File: config.mk
export PLATFORM = sky130hd
export DESIGN_NAME = ifm_filter_load_sched
export DESIGN_NICKNAME = d
export VERILOG_FILES = /design/src/rtl/ifm_filter_load_sched_pkg.sv /design/src/rtl/ifm_filter_load_sched_load_addr_gen.sv /design/src/rtl/ifm_filter_load_sched.sv
export SDC_FILE = /design/constraint.sdc
export NUM_CORES = 1
export LEC_CHECK = 0
export BUFFER_PORTS_ARGS = -buffer_cell sky130_fd_sc_hd__buf_2
export CORE_MARGIN = 10
export CORE_UTILIZATION = 63
export DETAILED_ROUTE_END_ITERATION = 8
export PLACE_DENSITY_LB_ADDON = 0.25
export SLEW_MARGIN = 30
export SYNTH_ARGS = -nofsm -noshare
export SYNTH_HDL_FRONTEND = slang
export SYNTH_SLANG_ARGS = --single-unit
File: constraint.sdc
create_clock -name clk -period 20.9 [get_ports clk]
set_input_delay 3.135 -clock clk [delete_from_list [all_inputs] [get_ports clk]]
set_output_delay 3.135 -clock clk [all_outputs]
set_load 0.005 [all_outputs]
File: src/rtl/ifm_filter_load_sched_pkg.sv
// Shared widths, FSM encoding and address arithmetic for the IFM/filter load scheduler.
package ifm_filter_load_sched_pkg;

  localparam int W_SIZE     = 12;
  localparam int W_CHANNEL  = 12;
  localparam int W_ADDR     = 32;
  localparam int W_BEATS    = 16;
  localparam int W_DATA     = 64;
  localparam int BEAT_BYTES = 8;
  localparam int BEAT_SHIFT = $clog2(BEAT_BYTES);

  typedef enum logic [1:0] {
    ST_LS_IDLE = 2'd0,
    ST_LS_REQ  = 2'd1,
    ST_LS_XFER = 2'd2,
    ST_LS_DONE = 2'd3
  } ls_state_e;

  localparam logic BUF_SEL_IFM    = 1'b0;
  localparam logic BUF_SEL_FILTER = 1'b1;

  // Beats per IFM row, deliberately truncated to the burst-length width.
  function automatic logic [W_BEATS-1:0] calc_row_beats(
    input logic [W_SIZE-1:0]    width,
    input logic [W_CHANNEL-1:0] channel
  );
    logic [W_SIZE+W_CHANNEL-1:0] prod;
    prod = (W_SIZE+W_CHANNEL)'(width) * (W_SIZE+W_CHANNEL)'(channel);
    return prod[W_BEATS-1:0];
  endfunction

  function automatic logic [W_ADDR-1:0] calc_row_addr(
    input logic [W_ADDR-1:0]  base,
    input logic [W_SIZE-1:0]  row,
    input logic [W_BEATS-1:0] row_beats
  );
    logic [W_ADDR-1:0] beat_off;
    beat_off = W_ADDR'(row) * W_ADDR'(row_beats);
    return base + (beat_off << BEAT_SHIFT);
  endfunction

endpackage

File: src/rtl/ifm_filter_load_sched_load_addr_gen.sv
// Registered multiply-add producing the IFM row burst address and length.
// Fed with the next-cycle row value so its output lines up with the captured row register.
module load_addr_gen
  import ifm_filter_load_sched_pkg::*;
(
  input  logic                 clk,
  input  logic                 rstn,
  input  logic [W_ADDR-1:0]    ifm_base_i,
  input  logic [W_SIZE-1:0]    width_i,
  input  logic [W_CHANNEL-1:0] channel_i,
  input  logic [W_SIZE-1:0]    row_i,
  output logic [W_ADDR-1:0]    addr_o,
  output logic [W_BEATS-1:0]   row_beats_o
);

  logic [W_BEATS-1:0] row_beats_d, row_beats_q;
  logic [W_ADDR-1:0]  addr_d, addr_q;

  always_comb begin
    row_beats_d = calc_row_beats(width_i, channel_i);
    addr_d      = calc_row_addr(ifm_base_i, row_i, row_beats_d);
  end

  // NOTE: non-blocking assignments so every register samples pre-edge values, whatever the statement order.
  always_ff @(posedge clk) begin
    if (!rstn) begin
      row_beats_q <= '0;
      addr_q      <= '0;
    end else begin
      row_beats_q <= row_beats_d;
      addr_q      <= addr_d;
    end
  end

  assign addr_o      = addr_q;
  assign row_beats_o = row_beats_q;

endmodule

File: src/rtl/ifm_filter_load_sched.sv
// Arbitrates filter and IFM row loads onto one DRAM burst read master and
// steers returned beats into the IFM ring or filter buffer.
module ifm_filter_load_sched
  import ifm_filter_load_sched_pkg::*;
(
  input  logic                 clk,
  input  logic                 rstn,
  input  logic [W_ADDR-1:0]    q_ifm_base,
  input  logic [W_ADDR-1:0]    q_filter_base,
  input  logic [W_SIZE-1:0]    q_width,
  input  logic [W_CHANNEL-1:0] q_channel,
  input  logic [W_BEATS-1:0]   q_filter_beats,
  input  logic                 q_start,
  input  logic                 i_ifm_req_load,
  input  logic [W_SIZE-1:0]    i_ifm_req_row,
  output logic                 o_ifm_buf_done,
  output logic                 o_filter_buf_done,
  output logic                 o_rd_req,
  output logic [W_ADDR-1:0]    o_rd_addr,
  output logic [W_BEATS-1:0]   o_rd_len,
  input  logic                 i_rd_ack,
  input  logic                 i_rd_valid,
  input  logic [W_DATA-1:0]    i_rd_data,
  output logic                 o_buf_we,
  output logic                 o_buf_sel,
  output logic [1:0]           o_buf_slot,
  output logic [W_BEATS-1:0]   o_buf_waddr,
  output logic [W_DATA-1:0]    o_buf_wdata,
  output logic                 o_busy,
  output logic                 o_err_overrun
);

  ls_state_e          state_q;
  logic               filt_pend_q, filt_pend_d;
  logic               ifm_pend_q, ifm_pend_d;
  logic [W_SIZE-1:0]  ifm_row_q, ifm_row_d;
  logic [W_BEATS-1:0] beat_cnt_q;
  logic               sel_q;
  logic [1:0]         slot_q;

  logic               in_burst, filt_accept, filt_drop, ifm_accept, ifm_drop;
  logic               take_filt, take_ifm;
  logic [W_ADDR-1:0]  gen_addr;
  logic [W_BEATS-1:0] gen_row_beats;

  load_addr_gen u_addr_gen (
    .clk         (clk),
    .rstn        (rstn),
    .ifm_base_i  (q_ifm_base),
    .width_i     (q_width),
    .channel_i   (q_channel),
    .row_i       (ifm_row_d),
    .addr_o      (gen_addr),
    .row_beats_o (gen_row_beats)
  );

  // A request collides only with its own pending flag or its own burst on the bus.
  // NOTE: every always_comb output gets a default first so no path can infer a latch.
  always_comb begin
    in_burst    = (state_q == ST_LS_REQ) || (state_q == ST_LS_XFER);
    filt_accept = q_start && !filt_pend_q && !(in_burst && sel_q == BUF_SEL_FILTER);
    filt_drop   = q_start && !filt_accept;
    ifm_accept  = i_ifm_req_load && !ifm_pend_q && !(in_burst && sel_q == BUF_SEL_IFM);
    ifm_drop    = i_ifm_req_load && !ifm_accept;
    take_filt   = (state_q == ST_LS_IDLE) && filt_pend_q;
    take_ifm    = (state_q == ST_LS_IDLE) && !filt_pend_q && ifm_pend_q;

    filt_pend_d = filt_pend_q;
    if (take_filt)   filt_pend_d = 1'b0;
    if (filt_accept) filt_pend_d = 1'b1;

    ifm_pend_d = ifm_pend_q;
    if (take_ifm)   ifm_pend_d = 1'b0;
    if (ifm_accept) ifm_pend_d = 1'b1;

    ifm_row_d = ifm_accept ? i_ifm_req_row : ifm_row_q;
  end

  always_ff @(posedge clk) begin
    if (!rstn) begin
      state_q           <= ST_LS_IDLE;
      filt_pend_q       <= 1'b0;
      ifm_pend_q        <= 1'b0;
      ifm_row_q         <= '0;
      beat_cnt_q        <= '0;
      sel_q             <= BUF_SEL_IFM;
      slot_q            <= '0;
      o_rd_req          <= 1'b0;
      o_rd_addr         <= '0;
      o_rd_len          <= '0;
      o_buf_we          <= 1'b0;
      o_buf_waddr       <= '0;
      o_buf_wdata       <= '0;
      o_ifm_buf_done    <= 1'b0;
      o_filter_buf_done <= 1'b0;
      o_err_overrun     <= 1'b0;
    end else begin
      filt_pend_q    <= filt_pend_d;
      ifm_pend_q     <= ifm_pend_d;
      ifm_row_q      <= ifm_row_d;
      o_buf_we       <= 1'b0;
      o_ifm_buf_done <= 1'b0;
      if (filt_drop || ifm_drop) o_err_overrun <= 1'b1;

      case (state_q)
        ST_LS_IDLE: begin
          beat_cnt_q <= '0;
          if (take_filt) begin
            sel_q     <= BUF_SEL_FILTER;
            slot_q    <= 2'd0;
            o_rd_addr <= q_filter_base;
            o_rd_len  <= q_filter_beats;
            if (q_filter_beats == '0) begin
              state_q           <= ST_LS_DONE;
              o_filter_buf_done <= 1'b1;
            end else begin
              state_q  <= ST_LS_REQ;
              o_rd_req <= 1'b1;
            end
          end else if (take_ifm) begin
            sel_q     <= BUF_SEL_IFM;
            slot_q    <= ifm_row_q[1:0];
            o_rd_addr <= gen_addr;
            o_rd_len  <= gen_row_beats;
            if (gen_row_beats == '0) begin
              state_q        <= ST_LS_DONE;
              o_ifm_buf_done <= 1'b1;
            end else begin
              state_q  <= ST_LS_REQ;
              o_rd_req <= 1'b1;
            end
          end
        end
        ST_LS_REQ: begin
          if (i_rd_ack) begin
            o_rd_req <= 1'b0;
            state_q  <= ST_LS_XFER;
          end
        end
        ST_LS_XFER: begin
          if (i_rd_valid) begin
            o_buf_we    <= 1'b1;
            o_buf_waddr <= beat_cnt_q;
            o_buf_wdata <= i_rd_data;
            beat_cnt_q  <= beat_cnt_q + 1'b1;
            // Done flags rise together with the final write strobe.
            if (beat_cnt_q == o_rd_len - 1'b1) begin
              state_q <= ST_LS_DONE;
              if (sel_q == BUF_SEL_IFM) o_ifm_buf_done    <= 1'b1;
              else                      o_filter_buf_done <= 1'b1;
            end
          end
        end
        ST_LS_DONE: state_q <= ST_LS_IDLE;
        default:    state_q <= ST_LS_IDLE;
      endcase

      // A newly accepted frame start invalidates resident filters, even against a same-cycle completion.
      if (filt_accept) o_filter_buf_done <= 1'b0;
    end
  end

  assign o_buf_sel  = sel_q;
  assign o_buf_slot = slot_q;
  assign o_busy     = (state_q != ST_LS_IDLE) || filt_pend_q || ifm_pend_q;

endmodule
==> flow_metrics.py <==
metrics = {
    "run_status": {
        "status": "finished clean",
    },
    "timing": {
        "min_period_ns": 13.13,
        "rsz0062_at_grt": "no",
        "whs_ns": 0.451,
        "fmax_mhz": 76.1,
        "setup_violations": 0,
        "report.final.slew_viol_count": 0,
        "finClkSkew_ns": 0.0112,
        "relSlewSlack_pct": 35.7,
        "worst_pin_slew_ns": 0.963,
        "fin_setup_tns_ns": 0,
        "fin_crit_sh_pct": 62.8,
        "finalHoldViolCount": 0,
    },
    "global_route": {
        "antenna_found_initial": 7,
        "grt_max_degree": 84,
        "grt_pass1_vias": 16600,
        "track_usage_pct": 28.1,
        "overflow": 0,
        "grt_pass1_wl_um": 88100,
    },
    "placed_design": {
        "finalWeightedCongestion": 0.966,
        "post-dp-hpwl_um": 43800,
        "port_buffers": 322,
        "placed_area_sq_um": 20700,
    },
    "synthesis": {
        "synth_nets": 2788,
        "yosysSeqAreaShare_pct": 22.8,
        "netlist_instances": 2250,
        "async_flop_share_pct": 0,
        "syn_area_sq_um": 19000,
        "synth_edf_count": 0,
        "synth-xor-area-share_pct": 4.94,
        "synth-main-ff-cell": "dfxtp_1",
        "ys_seq_elements": 216,
        "synth-compound-area-share_pct": 13.1,
        "synthAdderAreaFrac_pct": 31.8,
        "synth.area.mux_share_pct": 1.44,
        "synth_top_family_by_area": "adder cells",
        "yosys.area_share.simple_pct": 17.7,
        "yosys_warnings": 0,
        "synth_cell_types": 66,
        "avgSynthCellArea_sq_um": 8.43,
    },
    "worst_setup_path": {
        "path_max_fanout": 12,
        "endpoint_kind": "register",
        "r2r_slack_ns": 12.67,
        "critPathSlowestCell": "fa_1",
        "timing.rr.end": "u_addr_gen.addr_o[31]",
        "worst-endpoint-required_ns": 21.27,
        "cp_common_cell": "fa_1",
        "crit_type": "in2reg",
        "cpPeakStageDelay_ns": 0.56,
        "critPathArrivalTime_ns": 13.50,
        "reg2reg_from": "state_q[0]",
        "start_kind": "input pin",
        "r2r_cells": 33,
    },
    "routing": {
        "drt_iter0_drc": 1373,
        "post_drt_wl_per_cell_um": 18.8,
        "num_vias": 16600,
        "ant_nets": 0,
        "vias_per_cell": 5.72,
        "routed_wirelength_um": 54800,
        "detail_route.first_pass.iterations": 6,
        "drc": 0,
    },
    "clock_tree": {
        "htree_levels": 1,
        "cts.reportedPaths.clkPinSlew_ns": 0.06,
        "cts.path.max_buffers": 3,
        "cts.sinks": 216,
        "postCtsSetupBuffers": 0,
        "cts-hold-fix-buffers": 0,
        "cts_buffers": 23,
        "cts_resized": 0,
        "clkLatencyLatePin_ns": 0.52,
        "clock-root-buffer": "clkbuf_16",
        "cts_tree": "built",
    },
    "final_layout": {
        "finish.utilization_pct": 72.6,
        "synthToLayoutAreaGrowth_pct": 13.4,
        "finalInstanceArea_sq_um": 21500,
        "drive_gt1_share_pct": 16.4,
        "finish.net_count": 3030,
        "fillCellCount": 2331,
    },
    "die": {
        "dieWidth_um": 194,
        "die_area_sq_um": 37500,
        "fp.dieH_um": 194,
        "core_sq_um": 29600,
        "initial_core_util_pct": 64.0,
        "io-pin-count": 323,
        "rows": 63,
    },
    "worst_hold_path": {
        "whs_path_depth": 2,
        "hold-path-endpoint": "o_buf_wdata[5]",
        "min_from": "o_buf_wdata[5]",
        "hp-class": "reg2reg",
    },
    "job": {
        "drv_cap": 0,
    },
}
stage by stage:
step,cells,setup slack [ns]
global placement,2857,7.33
floorplan,2250,8.15
detailed placement,2857,7.18
finish,2907,7.77
global route,2903,7.24
CTS,2899,7.70
Yosys cell counts, types with 6 or more instances:
cell	count	area (sq um)
nand2_1	385	1450
inv_1	293	1100
dfxtp_1	216	4320
fa_1	216	4320
a21oi_1	189	946
ha_1	136	1700
nor2_1	116	435
clkbuf_1	104	390
and2_1	78	488
xnor2_1	66	578
o22ai_1	53	332
o221ai_1	44	385
xor2_1	41	359
o21ai_0	32	160
nor2b_1	29	181
nor3_1	28	140
nand2b_1	24	150
nand3_1	24	120
a21o_1	17	128
mux2_2	13	146
o21a_1	12	90.1
a31oi_1	10	62.6
mux2i_1	10	100
nor4_1	10	62.6
nand4_1	9	56.3
buf_1	8	30.0
and3_1	7	43.8
a211oi_1	6	45.0
o21bai_1	6	45.0
logic make-up after synthesis:
group,Yosys count
AND/OR/NAND/NOR,734
buffers and inverters,413
AO/OA/AOI/OAI,404
adder cells (fa/ha/maj),352
flip-flops,216
XOR/XNOR,107
multiplexers,24
metal layers:
metal  wire length [um]  global-route usage [%]  up-vias
met5                 33                       0        -
met4               1430                    7.12        4
met3               4170                    5.27      100
met2              25900                    46.7      691
met1              23200                    37.0     8028
li1                   -                       -     7794
how the worst max path moves through the flow:
stage / startpoint / end / slack (ns) / cells after the start
after floorplan: q_channel[3] / u_addr_gen.addr_o[31] / 8.15 / 41
after global placement: q_width[4] / u_addr_gen.addr_o[31] / 7.33 / 40
after detailed placement: q_width[4] / u_addr_gen.addr_o[31] / 7.18 / 40
after CTS: q_width[4] / u_addr_gen.addr_o[31] / 7.70 / 40
after global routing: q_width[4] / u_addr_gen.addr_o[31] / 7.24 / 41
final: q_width[4] / u_addr_gen.addr_o[31] / 7.77 / 41
worst max-delay path: cells and delay by family:
kind	cells	cell delay (ns)
mux	1	0.56
compound gates	13	2.65
xor+xnor	1	0.09
simple gates	6	0.91
fa+ha+maj	13	5.59
buf+inv	7	0.55
layout make-up:
type                            count  area [sq um]  share of cell area [%]
Inverter                          295          1110                    5.16
Timing Repair Buffer              335          1710                    7.94
Antenna cell                        8          20.0                  0.0930
Multi-Input combinational cell   1621         13100                    60.9
Tap cell                          390           488                    2.27
Sequential cell                   216          4330                    20.1
Clock buffer                       32           669                    3.11
Clock inverter                     10          88.8                   0.413
registers in the layout, summed over array words and instances (netlist names), 2 cells and up:
name and flops:
beat_cnt_q 16, o_rd_addr 32, o_buf_slot 2, o_buf_waddr 16, o_rd_len 16, u_addr_gen.addr_o 32
o_buf_wdata 64, ifm_row_q 12, u_addr_gen.row_beats_o 16, state_q 2
layout by cell type (no fill, tap or decap), drive strengths merged, types with 4 or more instances in the layout:
cell type  count
nand2b        24
nor4          10
a21boi         5
a211oi         6
diode          8
o21a          12
and4           4
mux2          13
a21oi        189
o211ai         4
o31ai          4
nand4         10
nor3          31
a21o          17
o21ai         36
o221ai        44
nand3         24
mux2i         10
fa           216
nor2b         29
nor2         116
inv          298
buf          335
and3           7
o22ai         53
and2          78
nand2        385
xor2          41
ha           136
xnor2         66
dfxtp        216
clkbuf        32
a31oi         10
clkinv         5
or3            4
o21bai         6
Power is not shown: default switching activity piles up to over one toggle a cycle in this logic, so the estimate is an artifact.
